--- config.mk ---
export PLATFORM = sky130hd
export DESIGN_NAME = btb_update_ctrl
export DESIGN_NICKNAME = d
export VERILOG_FILES = /design/src/rtl/btb_update_ctrl.sv
export SDC_FILE = /design/constraint.sdc
export NUM_CORES = 1
export LEC_CHECK = 0
export CORE_MARGIN = 2
export CORE_UTILIZATION = 49
export CTS_CLUSTER_SIZE = 8
export DETAILED_ROUTE_END_ITERATION = 12
export PLACE_DENSITY = 0.74
export SETUP_SLACK_MARGIN = 0.4
export SYNTH_ARGS = -nofsm -noshare
export SYNTH_HDL_FRONTEND = slang
export SYNTH_SLANG_ARGS = --single-unit
--- constraint.sdc ---
create_clock -name clk -period 4.8 [get_ports clk]
set_input_delay 0.48 -clock clk [delete_from_list [all_inputs] [get_ports clk]]
set_output_delay 0.48 -clock clk [all_outputs]
set_load 0.01 [all_outputs]
--- src/rtl/btb_update_ctrl.sv ---
// Sole writer of the BTB: queues resolved-branch updates from execute and
// presents them one at a time, or sweeps every entry invalid on a flush.
module btb_update_ctrl #(
    parameter int BTB_ENTRIES  = 128,
    parameter int INDEX_WIDTH  = $clog2(BTB_ENTRIES),
    parameter int TARGET_WIDTH = 32,
    parameter int QUEUE_DEPTH  = 4
) (
    input  logic                    clk,
    input  logic                    rst,
    input  logic                    exValid,
    input  logic [31:0]             exPc,
    input  logic                    exTaken,
    input  logic [TARGET_WIDTH-1:0] exTarget,
    output logic                    exReady,
    input  logic                    flushReq,
    output logic                    flushBusy,
    output logic                    btbWe,
    input  logic                    btbReady,
    output logic                    btbInvalidate,
    output logic [INDEX_WIDTH-1:0]  btbIndex,
    output logic [31:0]             btbPc,
    output logic                    btbTaken,
    output logic [TARGET_WIDTH-1:0] btbTarget,
    output logic [15:0]             dropCount
);

    localparam int QW = $clog2(QUEUE_DEPTH);
    localparam logic [QW:0] DEPTH = (QW+1)'(QUEUE_DEPTH);
    localparam logic [INDEX_WIDTH-1:0] LAST_INDEX = INDEX_WIDTH'(BTB_ENTRIES - 1);

    typedef enum logic {IDLE, SWEEP} stateT;

    stateT                   state;
    logic [INDEX_WIDTH-1:0]  sweepCount;
    logic [QW:0]             wrPtr;
    logic [QW:0]             rdPtr;
    logic [QW:0]             count;
    logic [31:0]             pcMem     [QUEUE_DEPTH];
    logic                    takenMem  [QUEUE_DEPTH];
    logic [TARGET_WIDTH-1:0] targetMem [QUEUE_DEPTH];
    logic                    queueEmpty;
    logic                    push;
    logic                    pop;
    logic                    drop;
    logic [31:0]             headPc;

    // Pointers carry an extra wrap bit so full and empty differ.
    assign count      = wrPtr - rdPtr;
    assign queueEmpty = (count == '0);
    assign exReady    = (count < DEPTH) && (state == IDLE) && !flushReq;
    assign push       = exValid && exReady;
    assign drop       = exValid && !exReady;
    assign pop        = (state == IDLE) && !queueEmpty && btbReady;
    assign headPc     = pcMem[rdPtr[QW-1:0]];

    assign flushBusy     = (state == SWEEP);
    assign btbWe         = (state == SWEEP) || !queueEmpty;
    assign btbInvalidate = (state == SWEEP);
    assign btbIndex      = (state == SWEEP) ? sweepCount : headPc[INDEX_WIDTH+1:2];
    assign btbPc         = (state == SWEEP) ? '0 : headPc;
    assign btbTaken      = (state == SWEEP) ? 1'b0 : takenMem[rdPtr[QW-1:0]];
    assign btbTarget     = (state == SWEEP) ? '0 : targetMem[rdPtr[QW-1:0]];

    always_ff @(posedge clk) begin
        if (push) begin
            pcMem[wrPtr[QW-1:0]]     <= exPc;
            takenMem[wrPtr[QW-1:0]]  <= exTaken;
            targetMem[wrPtr[QW-1:0]] <= exTarget;
        end
    end

    // A flush overrides everything: queue cleared and sweep restarted at 0.
    always_ff @(posedge clk) begin
        if (!rst) begin
            state      <= IDLE;
            sweepCount <= '0;
            wrPtr      <= '0;
            rdPtr      <= '0;
        end else if (flushReq) begin
            state      <= SWEEP;
            sweepCount <= '0;
            wrPtr      <= '0;
            rdPtr      <= '0;
        end else begin
            case (state)
                IDLE: begin
                    if (push) wrPtr <= wrPtr + 1'b1;
                    if (pop)  rdPtr <= rdPtr + 1'b1;
                end
                SWEEP: begin
                    if (btbReady) begin
                        sweepCount <= sweepCount + 1'b1;
                        if (sweepCount == LAST_INDEX) state <= IDLE;
                    end
                end
                default: state <= IDLE;
            endcase
        end
    end

    always_ff @(posedge clk) begin
        if (!rst) begin
            dropCount <= '0;
        end else if (drop && (dropCount != 16'hFFFF)) begin
            dropCount <= dropCount + 16'd1;
        end
    end

endmodule

Word level (Yosys, flattened, before mapping)

Memories as Yosys holds them, arrays and structs flattened. A register that Yosys moved wholly into a read port is not among the register bits.
Cells that the tools add are included.

Memories: 3
Register bits after elaboration: 30
Bits of input ports: 70
Bits in writable memories: 260

Bitwise logic cells: 2
Add/sub/neg operators: 5
Reductions and logical operators: 16
Equality and inequality tests: 2
Order comparisons: 1
Mux-type cells: 16

Memories:

| memory    | depth | bits a word | rd ports | clocked after Yosys merged registers in | wr ports | RTL line | source |
|---|---|---|---|---|---|---|---|
| pcMem     | 4     | 32          | 1        | 1                                       | 1        | 39       | `logic [31:0] pcMem [QUEUE_DEPTH];` |
| targetMem | 4     | 32          | 1        | 1                                       | 1        | 41       | `logic [TARGET_WIDTH-1:0] targetMem [QUEUE_DEPTH];` |
| takenMem  | 4     | 1           | 1        | 1                                       | 1        | 40       | `logic takenMem [QUEUE_DEPTH];` |

Operator list:

| cell                                           | count |
|---|---|
| two-way mux 32 bit                             | 2 |
| adder 16 x 1 -> 16 bit (second input constant) | 1 |
| != test 16 bit (second input constant)         | 1 |
| two-way mux 2 bit                              | 6 |
| adder 7 x 1 -> 7 bit (second input constant)   | 1 |
| == test 7 bit (second input constant)          | 1 |
| logical AND 1 bit                              | 7 |
| two-way mux 1 bit                              | 7 |
| two-way mux 7 bit                              | 1 |
| adder 3 x 1 -> 3 bit (second input constant)   | 2 |
| AND reduction 2 bit                            | 3 |
| zero test 1 bit                                | 3 |
| zero test 3 bit                                | 1 |
| < comparator 3 bit (second input constant)     | 1 |
| subtractor 3 bit                               | 1 |
| NOT 1 bit                                      | 2 |
| OR reduction 2 bit                             | 1 |
| logical OR 1 bit                               | 1 |

Logic depth before layout (Yosys ltp)

Depth in word-level cells: 8
Gate-level depth with buffers: 9
Gate-level depth less buffers: 8

Worst setup path after synthesis

No wires, ideal clock.

Kind: register to register
Start: reg rdPtr[1]
End: mem pcMem[3][0] (enable)
Data required time: 4.317 ns
Arrival: 3.967 ns
Buffers on the path: 0
Setup slack: 0.350 ns
Setup time: 0.483 ns
Cell stages (with the launch flop): 6
Clock period less this slack: 4.450 ns
Path through: dfxtp_1 > inv_1 > ha_1 > nor2b_1 > or3_4 > a211oi_2

Word-level cells in the longest chain between the ends: 7

RTL lines:

| item                                    | RTL line | source |
|---|---|---|
| start, declared                         | 37       | `logic [QW:0] rdPtr;` |
| start signal, assigned                  | 89       | `if (pop) rdPtr <= rdPtr + 1'b1;` |
| subtractor 3 bit                        | 49       | `assign count = wrPtr - rdPtr;` |
| < comparator 3 bit                      | 51       | `assign exReady = (count < DEPTH) && (state == IDLE) && !flushReq;` |
| logical AND 1 bit (2 in series)         | 51       |  |
| logical AND 1 bit                       | 52       | `assign push = exValid && exReady;` |
| two-way mux 1 bit                       | 66       | `if (push) begin` |
| two-way mux 1 bit (implied by the code) | 67       | `pcMem[wrPtr[QW-1:0]] <= exPc;` |
| end, declared                           | 39       |  |

No other way between the ends.

==> reports/qor.yml <==
critical_path:
  end_kind: "output port"
  cp_max_fo: 41
  rrSetupSlack_ns: 1.78
  path_depth: 4
  worstSetupPathType: "reg2out"
  worstPathCellList: "buf_4 > mux4_2 > nor2b_1 > clkdlybuf4s50_1"
  worst_ep_arrival_time_ns: 3.17
  max_stage_delay_ns: 0.94
  worst-path-buf-inv: 2
  start_kind: "flop"
  reg2reg_depth: 6
  critPathTopFamily: "buffers and inverters"
  r2r-start: "rdPtr[1]$_SDFFE_PP0P_"
  crit_slowest_cell: "dfxtp_4"
  timing.rr.end: "targetMem[2][27]$_DFFE_PP_"
  cp.required_ns: 4.32
hold_path:
  hold_start: "rdPtr[2]$_SDFFE_PP0P_"
  min_path_cells: 2
  hp-class: "reg2reg"
  hold_end: "rdPtr[2]$_SDFFE_PP0P_"
floorplanning:
  rows: 56
  core_area_mm2: 0.0233
  die_w_um: 158
  die-area_mm2: 0.0249
  die_h_um: 158
  start_util_pct: 49.6
  ioPinCount: 162
clock_network:
  insertion_delay_ns: 0.52
  cts_tree: "done"
  clock-sinks: 292
  hold_buffers: 0
  clock_path_buffers: 3
  cts-buffers-inserted: 42
  cts_resized: 0
  post_cts_buffers: 0
  cts_root_buf: "clkbuf_16"
  cts_htree_levels: 2
  clk_pin_slew_worst_paths_ns: 0.05
timing:
  fin_skew_ns: 0.0134
  rsz0062_at_grt: "false"
  setup-violations-final: 0
  max_freq_mhz: 274
  period_share_pct: 76.0
  setup_tns_ns: 0
  hold_viol: 0
  fin_hold_ws_ns: 0.529
  period_needed_ns: 3.65
  tightest_slew_ns: 1.05
  maxSlewHeadroom_pct: 29.9
  report.final.slew_viol_count: 0
detailed_routing:
  first_iter_violations: 419
  dr.pass1.iters: 5
  drt-total-wl_um: 23800
  drc: 0
  viasPerCell: 5.54
  ant_nets: 0
  wire_per_inst_um: 20.8
  vias: 6335
grt:
  globalRouteTotalUtil_pct: 19.6
  met1_usage_pct: 24.1
  grt_overflow: 0
  met2_usage_pct: 33.8
  grt.busiest_layer: "met2"
  grtUsageMet3_pct: 5.89
  grt_pass1_vias: 6829
  grt_max_degree: 81
  antenna_found_initial: 0
  grt_first_pass_wirelength_um: 36800
final_layout:
  n_antenna_cell: 0
  drive_gt1_share_pct: 16.0
  post-route-util_pct: 63.0
  fillers: 1639
  fin_nets: 878
  postLayoutCellArea_mm2: 0.0147
  flow.area_growth_from_synthesis_pct: 27.0
synth:
  syn-cell-area_mm2: 0.0116
  synthAdderAreaFrac_pct: 0.973
  synth.area.mux_share_pct: 13.1
  synth.avg_cell_area_um2: 18.6
  synth_cells: 621
  synthSimpleGateAreaFrac_pct: 7.76
  synth_cell_type_count: 45
  synth-xor-area-share_pct: 0.822
  yosysTopAreaCell: "edfxtp_1"
  netlist.area_leader.share_pct: 67.5
  syn-num-nets: 700
  yosysWarningCount: 0
  ys_ff_latch: 292
  ys_seq_area_share_pct: 73.0
  synth_top_family_by_area: "multiplexers"
  synth_area_leaders: "edfxtp_1, mux4_2, dfxtp_1, nor2b_1, ha_1"
  synth_compound_area_share_pct: 2.75
power:
  ir_worst_vdd_mv: 0.361
  leakage_uw: 0.00466
  p_per_area_mw_per_mm2: 393
place:
  placement.io_buffers: 161
  dp_hpwl_um: 13600
  gp_congestion: 0.808
  placed_cell_area_mm2: 0.0135
run:
  drv_cap: 0
run_status:
  status: "finished, final reports clean"
[state kept, by name, summed over array words and instances (netlist names), named ones only]
register and flops:
btbInvalidate 1, targetMem 128, takenMem 4, pcMem 128, wrPtr 3, sweepCount 7, dropCount 16, rdPtr 3
[cells in the final DEF (no fill, tap or decap), drive strengths merged, types with 4 or more instances in the layout]
cell type	Yosys	routed
a21o	8	8
a21oi	15	15
and2	5	5
buf	12	4
clkbuf	19	66
clkdlybuf4s50	0	161
dfxtp	32	32
edfxtp	260	260
ha	9	9
inv	9	9
mux2i	5	5
mux4	65	65
nand2	18	18
nand2b	5	5
nand3	9	9
nand4	9	9
nor2	16	16
nor2b	66	66
nor3	6	6
o21ai	10	10
o31ai	5	5
or3	8	8
or4	5	5
xnor2	6	6
xor2	4	4
[Yosys cell counts (all sizes together)]
master  instances
o31ai           5
nand4           9
xnor2           6
clkbuf         19
a211oi          3
nor3            6
nand2b          5
a21oi          15
edfxtp        260
mux4           65
and2            5
a21o            8
or3             8
nand3           9
a31oi           2
inv             9
nand4b          2
nand2          18
o21ai          10
buf            12
xor2            4
ha              9
or4             5
mux2i           5
nor2           16
nor2b          66
o211ai          1
a311o           1
and4            2
a311oi          1
nor3b           1
and3            2
dfxtp          32
[power by group]
part	leakage [uW]	internal [uW]	switching (uW)
Combinational	0.00147	169	128
Sequential	0.00261	2800	27.4
Clock	0.000575	1640	997
[layer usage]
metal | up-vias | routed length [um]
met4 | 0 | 339
met1 | 3245 | 9310
met2 | 224 | 12400
met3 | 32 | 1720
met5 | - | 0
li1 | 2834 | -
[final cells by class]
class	count	area, um2	area share, %
Clock buffer	66	1160	7.91
Clock inverter	3	37.5	0.255
Timing Repair Buffer	165	1640	11.2
Tap cell	319	399	2.72
Sequential cell	292	8460	57.6
Multi-Input combinational cell	289	2950	20.1
Inverter	9	38.8	0.264
[through the flow]
step | std cells | power (uW) | worst slack (ns)
floorplan | 621 | 2990 | 1.25
global placement | 1074 | 3170 | 1.62
detailed placement | 1074 | 3180 | 1.61
CTS | 1143 | 5830 | 1.03
global route | 1143 | 5970 | 0.914
finish | 1143 | 5770 | 1.15
[worst max path at each step]
stage / start / end / slack (ns)
floorplan: rdPtr[1]$_SDFFE_PP0P_ / pcMem[2][10]$_DFFE_PP_ / 1.25
detailed placement: flop / btbTarget[7] / 1.61
finish: flop / btbPc[21] / 1.15
global placement: flop / btbTarget[0] / 1.62
global route: flop / btbTarget[6] / 0.91
CTS: flop / btbPc[21] / 1.03
[cells by family after synthesis]
kind of cell,Yosys count
compound gates,46
xor+xnor,10
flops,292
mux,70
simple gates,154
fa+ha+maj,9
buf+inv,40
[worst reg2reg max path, cell delays in order, from the launching register on]
cell and delay, ns:
dfxtp_1 0.36, inv_1 0.06, ha_1 0.30, nor2b_1 0.16
or3_4 0.42, a211oi_4 0.38, and2_4 0.88
Note: power is estimated with default switching activity, not from simulation.
